### src/rtl/mem_arb_pkg.sv
// Shared types and constants for the memory arbiter: FSM states, access-size codes,
// requester ids and the burst-length decode.
package mem_arb_pkg;

  typedef enum logic [1:0] {
    ST_IDLE  = 2'd0,
    ST_CMD   = 2'd1,
    ST_BURST = 2'd2,
    ST_DONE  = 2'd3
  } state_t;

  localparam logic [1:0] ACC_1  = 2'b00;
  localparam logic [1:0] ACC_4  = 2'b01;
  localparam logic [1:0] ACC_8  = 2'b10;
  localparam logic [1:0] ACC_16 = 2'b11;

  localparam logic REQ_IF = 1'b0;
  localparam logic REQ_DM = 1'b1;

  function automatic logic [4:0] burst_len(input logic [1:0] acc);
    case (acc)
      ACC_1:   return 5'd1;
      ACC_4:   return 5'd4;
      ACC_8:   return 5'd8;
      default: return 5'd16;
    endcase
  endfunction

endpackage

### src/rtl/mem_arbiter_if.sv
// Bus bundle between the IF/DM requesters, the arbiter and main memory.
// The arbiter takes the slave view; requesters and memory model take the master view.
interface mem_arbiter_if #(
  parameter int ADDRESS_SIZE = 32,
  parameter int DATA_SIZE    = 32,
  parameter int ACCESS_SIZE  = 2
);
  logic                    if_req;
  logic [ADDRESS_SIZE-1:0] if_addr;
  logic [ACCESS_SIZE-1:0]  if_acc_size;
  logic                    if_gnt;
  logic [DATA_SIZE-1:0]    if_rdata;
  logic                    if_rvalid;
  logic                    if_done;

  logic                    dm_req;
  logic [ADDRESS_SIZE-1:0] dm_addr;
  logic [ACCESS_SIZE-1:0]  dm_acc_size;
  logic                    dm_wren;
  logic [DATA_SIZE-1:0]    dm_wdata;
  logic                    dm_wack;
  logic                    dm_gnt;
  logic [DATA_SIZE-1:0]    dm_rdata;
  logic                    dm_rvalid;
  logic                    dm_done;

  logic                    mem_en;
  logic [ADDRESS_SIZE-1:0] mem_addr;
  logic [ACCESS_SIZE-1:0]  mem_acc_size;
  logic                    mem_wren;
  logic [DATA_SIZE-1:0]    mem_d_in;
  logic [DATA_SIZE-1:0]    mem_d_out;
  logic                    mem_busy;

  modport slave (
    input  if_req, if_addr, if_acc_size,
    output if_gnt, if_rdata, if_rvalid, if_done,
    input  dm_req, dm_addr, dm_acc_size, dm_wren, dm_wdata,
    output dm_wack, dm_gnt, dm_rdata, dm_rvalid, dm_done,
    output mem_en, mem_addr, mem_acc_size, mem_wren, mem_d_in,
    input  mem_d_out, mem_busy
  );

  modport master (
    output if_req, if_addr, if_acc_size,
    input  if_gnt, if_rdata, if_rvalid, if_done,
    output dm_req, dm_addr, dm_acc_size, dm_wren, dm_wdata,
    input  dm_wack, dm_gnt, dm_rdata, dm_rvalid, dm_done,
    input  mem_en, mem_addr, mem_acc_size, mem_wren, mem_d_in,
    output mem_d_out, mem_busy
  );
endinterface

### src/rtl/mem_arb_sel.sv
// Combinational winner select between IF and DM. MEM_ARB_RR_EN: the requester not
// recorded in ptr wins a tie; otherwise DM always beats IF and ptr is ignored.
module mem_arb_sel
  import mem_arb_pkg::*;
(
  input  logic if_req,
  input  logic dm_req,
  input  logic ptr,
  output logic any,
  output logic win
);
  assign any = if_req | dm_req;

`ifdef MEM_ARB_RR_EN
  assign win = (if_req && dm_req) ? ((ptr == REQ_IF) ? REQ_DM : REQ_IF)
                                  : (dm_req ? REQ_DM : REQ_IF);
`else
  logic unused_ptr;
  assign unused_ptr = ptr;
  assign win = dm_req ? REQ_DM : REQ_IF;
`endif

endmodule

### src/rtl/mem_arbiter.sv
// IF/DM arbiter and burst sequencer for single-ported main memory (MEM_ARB_RR_EN selects round-robin).
// One command per transaction; holds in CMD while mem_busy, then streams N beats with no further stalls.
module mem_arbiter
  import mem_arb_pkg::*;
#(
  parameter int ADDRESS_SIZE = 32,
  parameter int DATA_SIZE    = 32,
  parameter int ACCESS_SIZE  = 2
) (
  input logic          clk,
  input logic          rst,
  mem_arbiter_if.slave bus
);
  localparam logic [ADDRESS_SIZE-1:0] ADDR_MASK = ~(ADDRESS_SIZE'(3));

  state_t                  state_q, state_d;
  logic                    owner_q, wren_q;
  logic [ADDRESS_SIZE-1:0] addr_q;
  logic [ACCESS_SIZE-1:0]  acc_q;
  logic [4:0]              cnt_q, len;
  logic                    any, win, ptr, own_dm;
  logic                    gnt, done, rvalid, wack;

`ifdef MEM_ARB_RR_EN
  logic ptr_q;
  always_ff @(posedge clk or posedge rst) begin
    if (rst)                    ptr_q <= REQ_IF;
    else if (state_q == ST_DONE) ptr_q <= owner_q;
  end
  assign ptr = ptr_q;
`else
  assign ptr = REQ_IF;
`endif

  mem_arb_sel u_sel (
    .if_req (bus.if_req),
    .dm_req (bus.dm_req),
    .ptr    (ptr),
    .any    (any),
    .win    (win)
  );

  assign len    = burst_len(acc_q);
  assign own_dm = (owner_q == REQ_DM);

  always_ff @(posedge clk or posedge rst) begin
    if (rst) state_q <= ST_IDLE;
    else     state_q <= state_d;
  end

  // Winner fields are captured once; later req/addr changes do not affect the transaction.
  always_ff @(posedge clk or posedge rst) begin
    if (rst) begin
      owner_q <= REQ_IF;
      wren_q  <= 1'b0;
      addr_q  <= '0;
      acc_q   <= '0;
      cnt_q   <= '0;
    end else begin
      case (state_q)
        ST_IDLE: if (any) begin
          owner_q <= win;
          addr_q  <= ((win == REQ_DM) ? bus.dm_addr : bus.if_addr) & ADDR_MASK;
          acc_q   <= (win == REQ_DM) ? bus.dm_acc_size : bus.if_acc_size;
          wren_q  <= (win == REQ_DM) && bus.dm_wren;
        end
        ST_CMD:   if (!bus.mem_busy) cnt_q <= '0;
        ST_BURST: cnt_q <= cnt_q + 5'd1;
        default:  ;
      endcase
    end
  end

  always_comb begin
    state_d          = state_q;
    bus.mem_en       = 1'b0;
    bus.mem_addr     = '0;
    bus.mem_acc_size = '0;
    bus.mem_wren     = 1'b0;
    bus.mem_d_in     = '0;
    gnt              = 1'b0;
    done             = 1'b0;
    rvalid           = 1'b0;
    wack             = 1'b0;
    case (state_q)
      ST_IDLE: if (any) state_d = ST_CMD;
      ST_CMD: begin
        bus.mem_en       = 1'b1;
        bus.mem_addr     = addr_q;
        bus.mem_acc_size = acc_q;
        bus.mem_wren     = wren_q;
        gnt              = 1'b1;
        if (!bus.mem_busy) begin
          // Write word 0 travels with the accepted command.
          if (wren_q) begin
            wack         = 1'b1;
            bus.mem_d_in = bus.dm_wdata;
            state_d      = (len == 5'd1) ? ST_DONE : ST_BURST;
          end else begin
            state_d      = ST_BURST;
          end
        end
      end
      ST_BURST: begin
        gnt = 1'b1;
        if (wren_q) begin
          bus.mem_wren = 1'b1;
          bus.mem_d_in = bus.dm_wdata;
          wack         = 1'b1;
          if (cnt_q == len - 5'd2) state_d = ST_DONE;
        end else begin
          rvalid = 1'b1;
          if (cnt_q == len - 5'd1) state_d = ST_DONE;
        end
      end
      ST_DONE: begin
        done    = 1'b1;
        state_d = ST_IDLE;
      end
      default: state_d = ST_IDLE;
    endcase
  end

  assign bus.if_gnt    = gnt & ~own_dm;
  assign bus.dm_gnt    = gnt & own_dm;
  assign bus.if_done   = done & ~own_dm;
  assign bus.dm_done   = done & own_dm;
  assign bus.if_rvalid = rvalid & ~own_dm;
  assign bus.dm_rvalid = rvalid & own_dm;
  assign bus.if_rdata  = (rvalid && !own_dm) ? bus.mem_d_out : '0;
  assign bus.dm_rdata  = (rvalid && own_dm) ? bus.mem_d_out : '0;
  assign bus.dm_wack   = wack;

endmodule

### src/flat_wrapper.sv
// flat-port wrapper written by rule: the top's interface ports become plain ports
module mem_arbiter_flat import mem_arb_pkg::*;
#(
  parameter int ADDRESS_SIZE = 32,
  parameter int DATA_SIZE    = 32,
  parameter int ACCESS_SIZE  = 2
)
  (clk, rst, bus_if_req, bus_if_addr, bus_if_acc_size, bus_if_gnt, bus_if_rdata, bus_if_rvalid, bus_if_done, bus_dm_req, bus_dm_addr, bus_dm_acc_size, bus_dm_wren, bus_dm_wdata, bus_dm_wack, bus_dm_gnt, bus_dm_rdata, bus_dm_rvalid, bus_dm_done, bus_mem_en, bus_mem_addr, bus_mem_acc_size, bus_mem_wren, bus_mem_d_in, bus_mem_d_out, bus_mem_busy);
  mem_arbiter_if #(.ADDRESS_SIZE(ADDRESS_SIZE), .DATA_SIZE(DATA_SIZE), .ACCESS_SIZE(ACCESS_SIZE)) bus_i ();
  input logic clk;
  input logic rst;
  input wire logic [$bits(bus_i.if_req)-1:0] bus_if_req;
  input wire logic [$bits(bus_i.if_addr)-1:0] bus_if_addr;
  input wire logic [$bits(bus_i.if_acc_size)-1:0] bus_if_acc_size;
  output wire logic [$bits(bus_i.if_gnt)-1:0] bus_if_gnt;
  output wire logic [$bits(bus_i.if_rdata)-1:0] bus_if_rdata;
  output wire logic [$bits(bus_i.if_rvalid)-1:0] bus_if_rvalid;
  output wire logic [$bits(bus_i.if_done)-1:0] bus_if_done;
  input wire logic [$bits(bus_i.dm_req)-1:0] bus_dm_req;
  input wire logic [$bits(bus_i.dm_addr)-1:0] bus_dm_addr;
  input wire logic [$bits(bus_i.dm_acc_size)-1:0] bus_dm_acc_size;
  input wire logic [$bits(bus_i.dm_wren)-1:0] bus_dm_wren;
  input wire logic [$bits(bus_i.dm_wdata)-1:0] bus_dm_wdata;
  output wire logic [$bits(bus_i.dm_wack)-1:0] bus_dm_wack;
  output wire logic [$bits(bus_i.dm_gnt)-1:0] bus_dm_gnt;
  output wire logic [$bits(bus_i.dm_rdata)-1:0] bus_dm_rdata;
  output wire logic [$bits(bus_i.dm_rvalid)-1:0] bus_dm_rvalid;
  output wire logic [$bits(bus_i.dm_done)-1:0] bus_dm_done;
  output wire logic [$bits(bus_i.mem_en)-1:0] bus_mem_en;
  output wire logic [$bits(bus_i.mem_addr)-1:0] bus_mem_addr;
  output wire logic [$bits(bus_i.mem_acc_size)-1:0] bus_mem_acc_size;
  output wire logic [$bits(bus_i.mem_wren)-1:0] bus_mem_wren;
  output wire logic [$bits(bus_i.mem_d_in)-1:0] bus_mem_d_in;
  input wire logic [$bits(bus_i.mem_d_out)-1:0] bus_mem_d_out;
  input wire logic [$bits(bus_i.mem_busy)-1:0] bus_mem_busy;
  assign bus_i.if_req = bus_if_req;
  assign bus_i.if_addr = bus_if_addr;
  assign bus_i.if_acc_size = bus_if_acc_size;
  assign bus_if_gnt = bus_i.if_gnt;
  assign bus_if_rdata = bus_i.if_rdata;
  assign bus_if_rvalid = bus_i.if_rvalid;
  assign bus_if_done = bus_i.if_done;
  assign bus_i.dm_req = bus_dm_req;
  assign bus_i.dm_addr = bus_dm_addr;
  assign bus_i.dm_acc_size = bus_dm_acc_size;
  assign bus_i.dm_wren = bus_dm_wren;
  assign bus_i.dm_wdata = bus_dm_wdata;
  assign bus_dm_wack = bus_i.dm_wack;
  assign bus_dm_gnt = bus_i.dm_gnt;
  assign bus_dm_rdata = bus_i.dm_rdata;
  assign bus_dm_rvalid = bus_i.dm_rvalid;
  assign bus_dm_done = bus_i.dm_done;
  assign bus_mem_en = bus_i.mem_en;
  assign bus_mem_addr = bus_i.mem_addr;
  assign bus_mem_acc_size = bus_i.mem_acc_size;
  assign bus_mem_wren = bus_i.mem_wren;
  assign bus_mem_d_in = bus_i.mem_d_in;
  assign bus_i.mem_d_out = bus_mem_d_out;
  assign bus_i.mem_busy = bus_mem_busy;
  mem_arbiter #(.ADDRESS_SIZE(ADDRESS_SIZE), .DATA_SIZE(DATA_SIZE), .ACCESS_SIZE(ACCESS_SIZE)) u_core (.clk(clk), .rst(rst), .bus(bus_i));
endmodule
### config.mk
export PLATFORM = sky130hd
export DESIGN_NAME = mem_arbiter_flat
export DESIGN_NICKNAME = d
export VERILOG_FILES = /design/src/rtl/mem_arb_pkg.sv /design/src/rtl/mem_arbiter_if.sv /design/src/rtl/mem_arb_sel.sv /design/src/rtl/mem_arbiter.sv /design/src/flat_wrapper.sv
export SDC_FILE = /design/constraint.sdc
export NUM_CORES = 1
export LEC_CHECK = 0
export CORE_AREA = 2 2 107 109
export DETAILED_ROUTE_END_ITERATION = 10
export DIE_AREA = 0 0 109 111
export PLACE_DENSITY = 0.75
export SKIP_LAST_GASP = 1
export SLEW_MARGIN = 40
export SYNTH_ARGS = -nofsm -noshare
export SYNTH_HDL_FRONTEND = slang
export SYNTH_SLANG_ARGS = --single-unit
### constraint.sdc
create_clock -name clk -period 3 [get_ports clk]
set_clock_uncertainty 0.05 [all_clocks]
set_input_delay 0.3 -clock clk [delete_from_list [all_inputs] [get_ports clk]]
set_output_delay 0.3 -clock clk [all_outputs]
set_load 0.01 [all_outputs]
==> impl_metrics.json <==
{
  "grt_setup_unrepaired": "no",
  "ys_types": 35,
  "p_per_area_nw_per_um2": 688,
  "tightestPinTransition_ps": 602,
  "endpoint_kind": "output port",
  "drt-total-wl_mm": 11.8,
  "pleak_nw": 2.72,
  "synth_top_cells_by_count": "sky130_fd_sc_hd__and2_1 (102), sky130_fd_sc_hd__nand2_1 (43), sky130_fd_sc_hd__dfrtp_1 (41)",
  "floorplan.initialDensity": 0.285,
  "viasPerCell": 4.55,
  "grt_antenna_before_repair": 0,
  "worst_slew_margin_rel": 0.597,
  "final_net_count": 785,
  "finalCriticalPeriod_ps": 2800,
  "clock_tree_from_tritoncts": "done",
  "first_element_of_the_critical_path": "u_core.state_q[0]$_DFFE_PP0P_",
  "yosys_register_bits": 41,
  "synth_most_common_cell": "sky130_fd_sc_hd__and2_1",
  "grt.overflow.total": 0,
  "synthArstFlopShare": 1.00,
  "finalMaxSlewViolations": 0,
  "num_rows": 39,
  "numCtsBuffers": 5,
  "outcome": "completed",
  "yosys-top-cells-area": "sky130_fd_sc_hd__dfrtp_1 (33%), sky130_fd_sc_hd__and2_1 (20%), sky130_fd_sc_hd__mux2i_1 (11%), sky130_fd_sc_hd__and3_1 (6.5%), sky130_fd_sc_hd__o21ai_0 (5.9%)",
  "sw_share": 0.385,
  "worstSetupPathType": "flip-flop to output port",
  "combinationalPowerShare": 0.616,
  "firstDrtPassIters": 4,
  "floorplan.die.width_um": 109,
  "reg2reg_to": "u_core.state_q[1]$_DFFE_PP0P_",
  "ctsHoldBuffers": 0,
  "synthesis.yosys.warnings": 0,
  "vias_in_the_first_global_route": 3424,
  "path_max_fanout": 33,
  "synth_enable_flop_cells": 0,
  "synth_top_area_share": 0.325,
  "synthesis.area_um2": 3150,
  "antenna_cells": 0,
  "core_area_um2": 11100,
  "rr_worst_depth": 8,
  "r2r-start": "u_core.state_q[1]$_DFFE_PP0P_",
  "critPathCapture": "bus_mem_d_in[5]",
  "synthCells": 383,
  "power_frac_seq": 0.235,
  "cts_root_buf": "sky130_fd_sc_hd__clkbuf_16",
  "cts.sink_count": 41,
  "routabilityCongestion": 0.880,
  "clock_power_share": 0.149,
  "detail_route.wl_per_cell_um": 15.1,
  "arrival_time_at_the_worst_endpoint_ps": 2450,
  "cts.htree.levels": 2,
  "yosys_most_used_dff": "sky130_fd_sc_hd__dfrtp_1",
  "floorplan.io_pins": 277,
  "cts-root-to-sink-buffers": 2,
  "ir_drop_mv": 0.371,
  "path_clk_slew_ps": 60,
  "fin_worst_hold_slack_ps": 288,
  "design.die.area_um2": 12100,
  "reg2reg_setup_slack_ps": 930,
  "drt-initial-drc-count": 198,
  "total_switching_power_mw": 1.63,
  "worst_setup_path_start_kind": "flip-flop",
  "layout-drive-gt1-share": 0.0376,
  "area_growth_pct": 95.5,
  "final-hold-violation-count": 0,
  "track_usage": 0.184,
  "maximum_number_of_pins_on_one_net_before_global_route_repair": 43,
  "drtAntennaViolNets": 0,
  "num-fill-cells": 989,
  "clk-insertion-delay-late_ps": 280,
  "max_cap_viol_count": 0,
  "finalSetupViolations": 0,
  "holdCritPathClass": "input port to asynchronous set/reset pin",
  "post_synth.cell_area_avg_um2": 8.23,
  "dp_hpwl_mm": 9.52,
  "drcViolationCount": 0,
  "power.internal_mw": 2.61,
  "setup_tns_ps": 0,
  "final.period_utilization": 0.933,
  "grt_first_pass_wirelength_mm": 17.6,
  "cp.required_ps": 2650,
  "routed-via-count": 3550,
  "fp.dieH_um": 111,
  "synth_area_leader_cell": "sky130_fd_sc_hd__dfrtp_1",
  "ys_seq_area_frac": 0.325,
  "port-buffer-count": 270,
  "fmax_mhz": 357
}
[worst min-delay path by stage]
stage | startpoint | end | slack, ps
4_1_cts | rst | u_core.addr_q[31]$_DFFE_PP0P_ | 330
3_5_place_dp | u_core.addr_q[24]$_DFFE_PP0P_ | u_core.addr_q[24]$_DFFE_PP0P_ | 410
6_report | rst | u_core.addr_q[31]$_DFFE_PP0P_ | 290
3_3_place_gp | u_core.addr_q[22]$_DFFE_PP0P_ | u_core.addr_q[22]$_DFFE_PP0P_ | 400
2_1_floorplan | u_core.addr_q[10]$_DFFE_PP0P_ | u_core.addr_q[10]$_DFFE_PP0P_ | 390
5_1_grt | rst | u_core.addr_q[31]$_DFFE_PP0P_ | 330
[metrics by stage]
step / util / cell area [µm²] / worst slack [ps] / std cells / power (mW)
2_1_floorplan: - / 3160 / 974 / 384 / 2.32
3_3_place_gp: 0.540 / 5980 / 406 / 773 / 3.53
3_5_place_dp: 0.540 / 5980 / 355 / 773 / 3.62
4_1_cts: 0.556 / 6160 / 51.9 / 781 / 4.27
5_1_grt: 0.556 / 6160 / 10.6 / 781 / 4.56
6_report: 0.556 / 6160 / 202 / 781 / 4.24
[state kept, by name, indices dropped and copies added (netlist names)]
| name | flops |
|---|---|
| u_core.addr_q | 30 |
| u_core.acc_q | 2 |
| u_core.wren_q | 1 |
| u_core.state_q | 2 |
| u_core.own_dm | 1 |
| u_core.cnt_q | 5 |
[kinds of logic (layout without fill, tap and decap cells)]
logic type | after synthesis | in the layout | share of synthesized area
AOI/OAI and AO/OA | 50 | 50 | 0.0881
and+or+nand+nor | 201 | 201 | 0.362
xor gates and xnor gates | 5 | 5 | 0.0139
DFF | 41 | 41 | 0.325
muxes | 37 | 37 | 0.119
buffers and inverters | 38 | 292 | 0.0504
adders and majority gates | 10 | 10 | 0.0397
other | 1 | 2 | 0.00119
[worst max-delay path, stage by stage, from the launching register on]
cell and delay (ps):
sky130_fd_sc_hd__dfrtp_1 400, sky130_fd_sc_hd__inv_1 100, sky130_fd_sc_hd__ha_1 350, sky130_fd_sc_hd__and2_1 160, sky130_fd_sc_hd__nor2b_1 180, sky130_fd_sc_hd__buf_6 210, sky130_fd_sc_hd__and2_1 150, sky130_fd_sc_hd__clkdlybuf4s50_1 630
[cell type report]
class	count	area (µm²)	share of cell area
multi-input combinational	305	1990	0.322
clock buffer	6	139	0.0225
clock inverter	2	37.5	0.00609
tap	143	179	0.0290
inverter	6	22.5	0.00365
sequential	41	1030	0.166
timing repair buffer	278	2770	0.450
[per-layer routing]
layer | track usage | vias up | wire length, µm
met5 | 0 | - | 0
met4 | 0.0581 | 0 | 369
met3 | 0.0547 | 17 | 1160
met2 | 0.313 | 169 | 5690
met1 | 0.220 | 1592 | 4580
li1 | - | 1772 | -
[power by group through the flow]
stage                     Clock, mW  Combinational [mW]  Sequential, mW
after floorplan                   0                1.38           0.938
after global placement            0                2.55           0.978
after detailed placement          0                2.62            1.00
after CTS                     0.647                2.63           0.995
after global routing          0.667                2.86            1.03
final                         0.633                2.61           0.995
[layout by cell type, fill, tap and decap left out, types with 2 or more instances in the layout]
cell,instances
sky130_fd_sc_hd__clkdlybuf4s50_1,269
sky130_fd_sc_hd__and2_1,102
sky130_fd_sc_hd__nand2_1,43
sky130_fd_sc_hd__dfrtp_1,41
sky130_fd_sc_hd__o21ai_0,37
sky130_fd_sc_hd__mux2i_1,36
sky130_fd_sc_hd__and3_1,33
sky130_fd_sc_hd__ha_1,9
sky130_fd_sc_hd__buf_4,6
sky130_fd_sc_hd__nand3_1,5
sky130_fd_sc_hd__inv_1,5
sky130_fd_sc_hd__nor2b_1,5
sky130_fd_sc_hd__clkbuf_16,5
sky130_fd_sc_hd__nor2_1,4
sky130_fd_sc_hd__xnor2_1,3
sky130_fd_sc_hd__xor2_1,2
sky130_fd_sc_hd__and2b_1,2
sky130_fd_sc_hd__o21ai_2,2
sky130_fd_sc_hd__nor3_1,2
sky130_fd_sc_hd__o21ai_1,2
sky130_fd_sc_hd__a31oi_1,2
sky130_fd_sc_hd__conb_1,2
[timing repair]
action | in CTS | in global routing
endpoints found under the setup margin | 0 | 96
gates resized for setup | 0 | 2
buffers inserted | 0 | 0
Note: power is estimated with default switching activity, not from simulation.
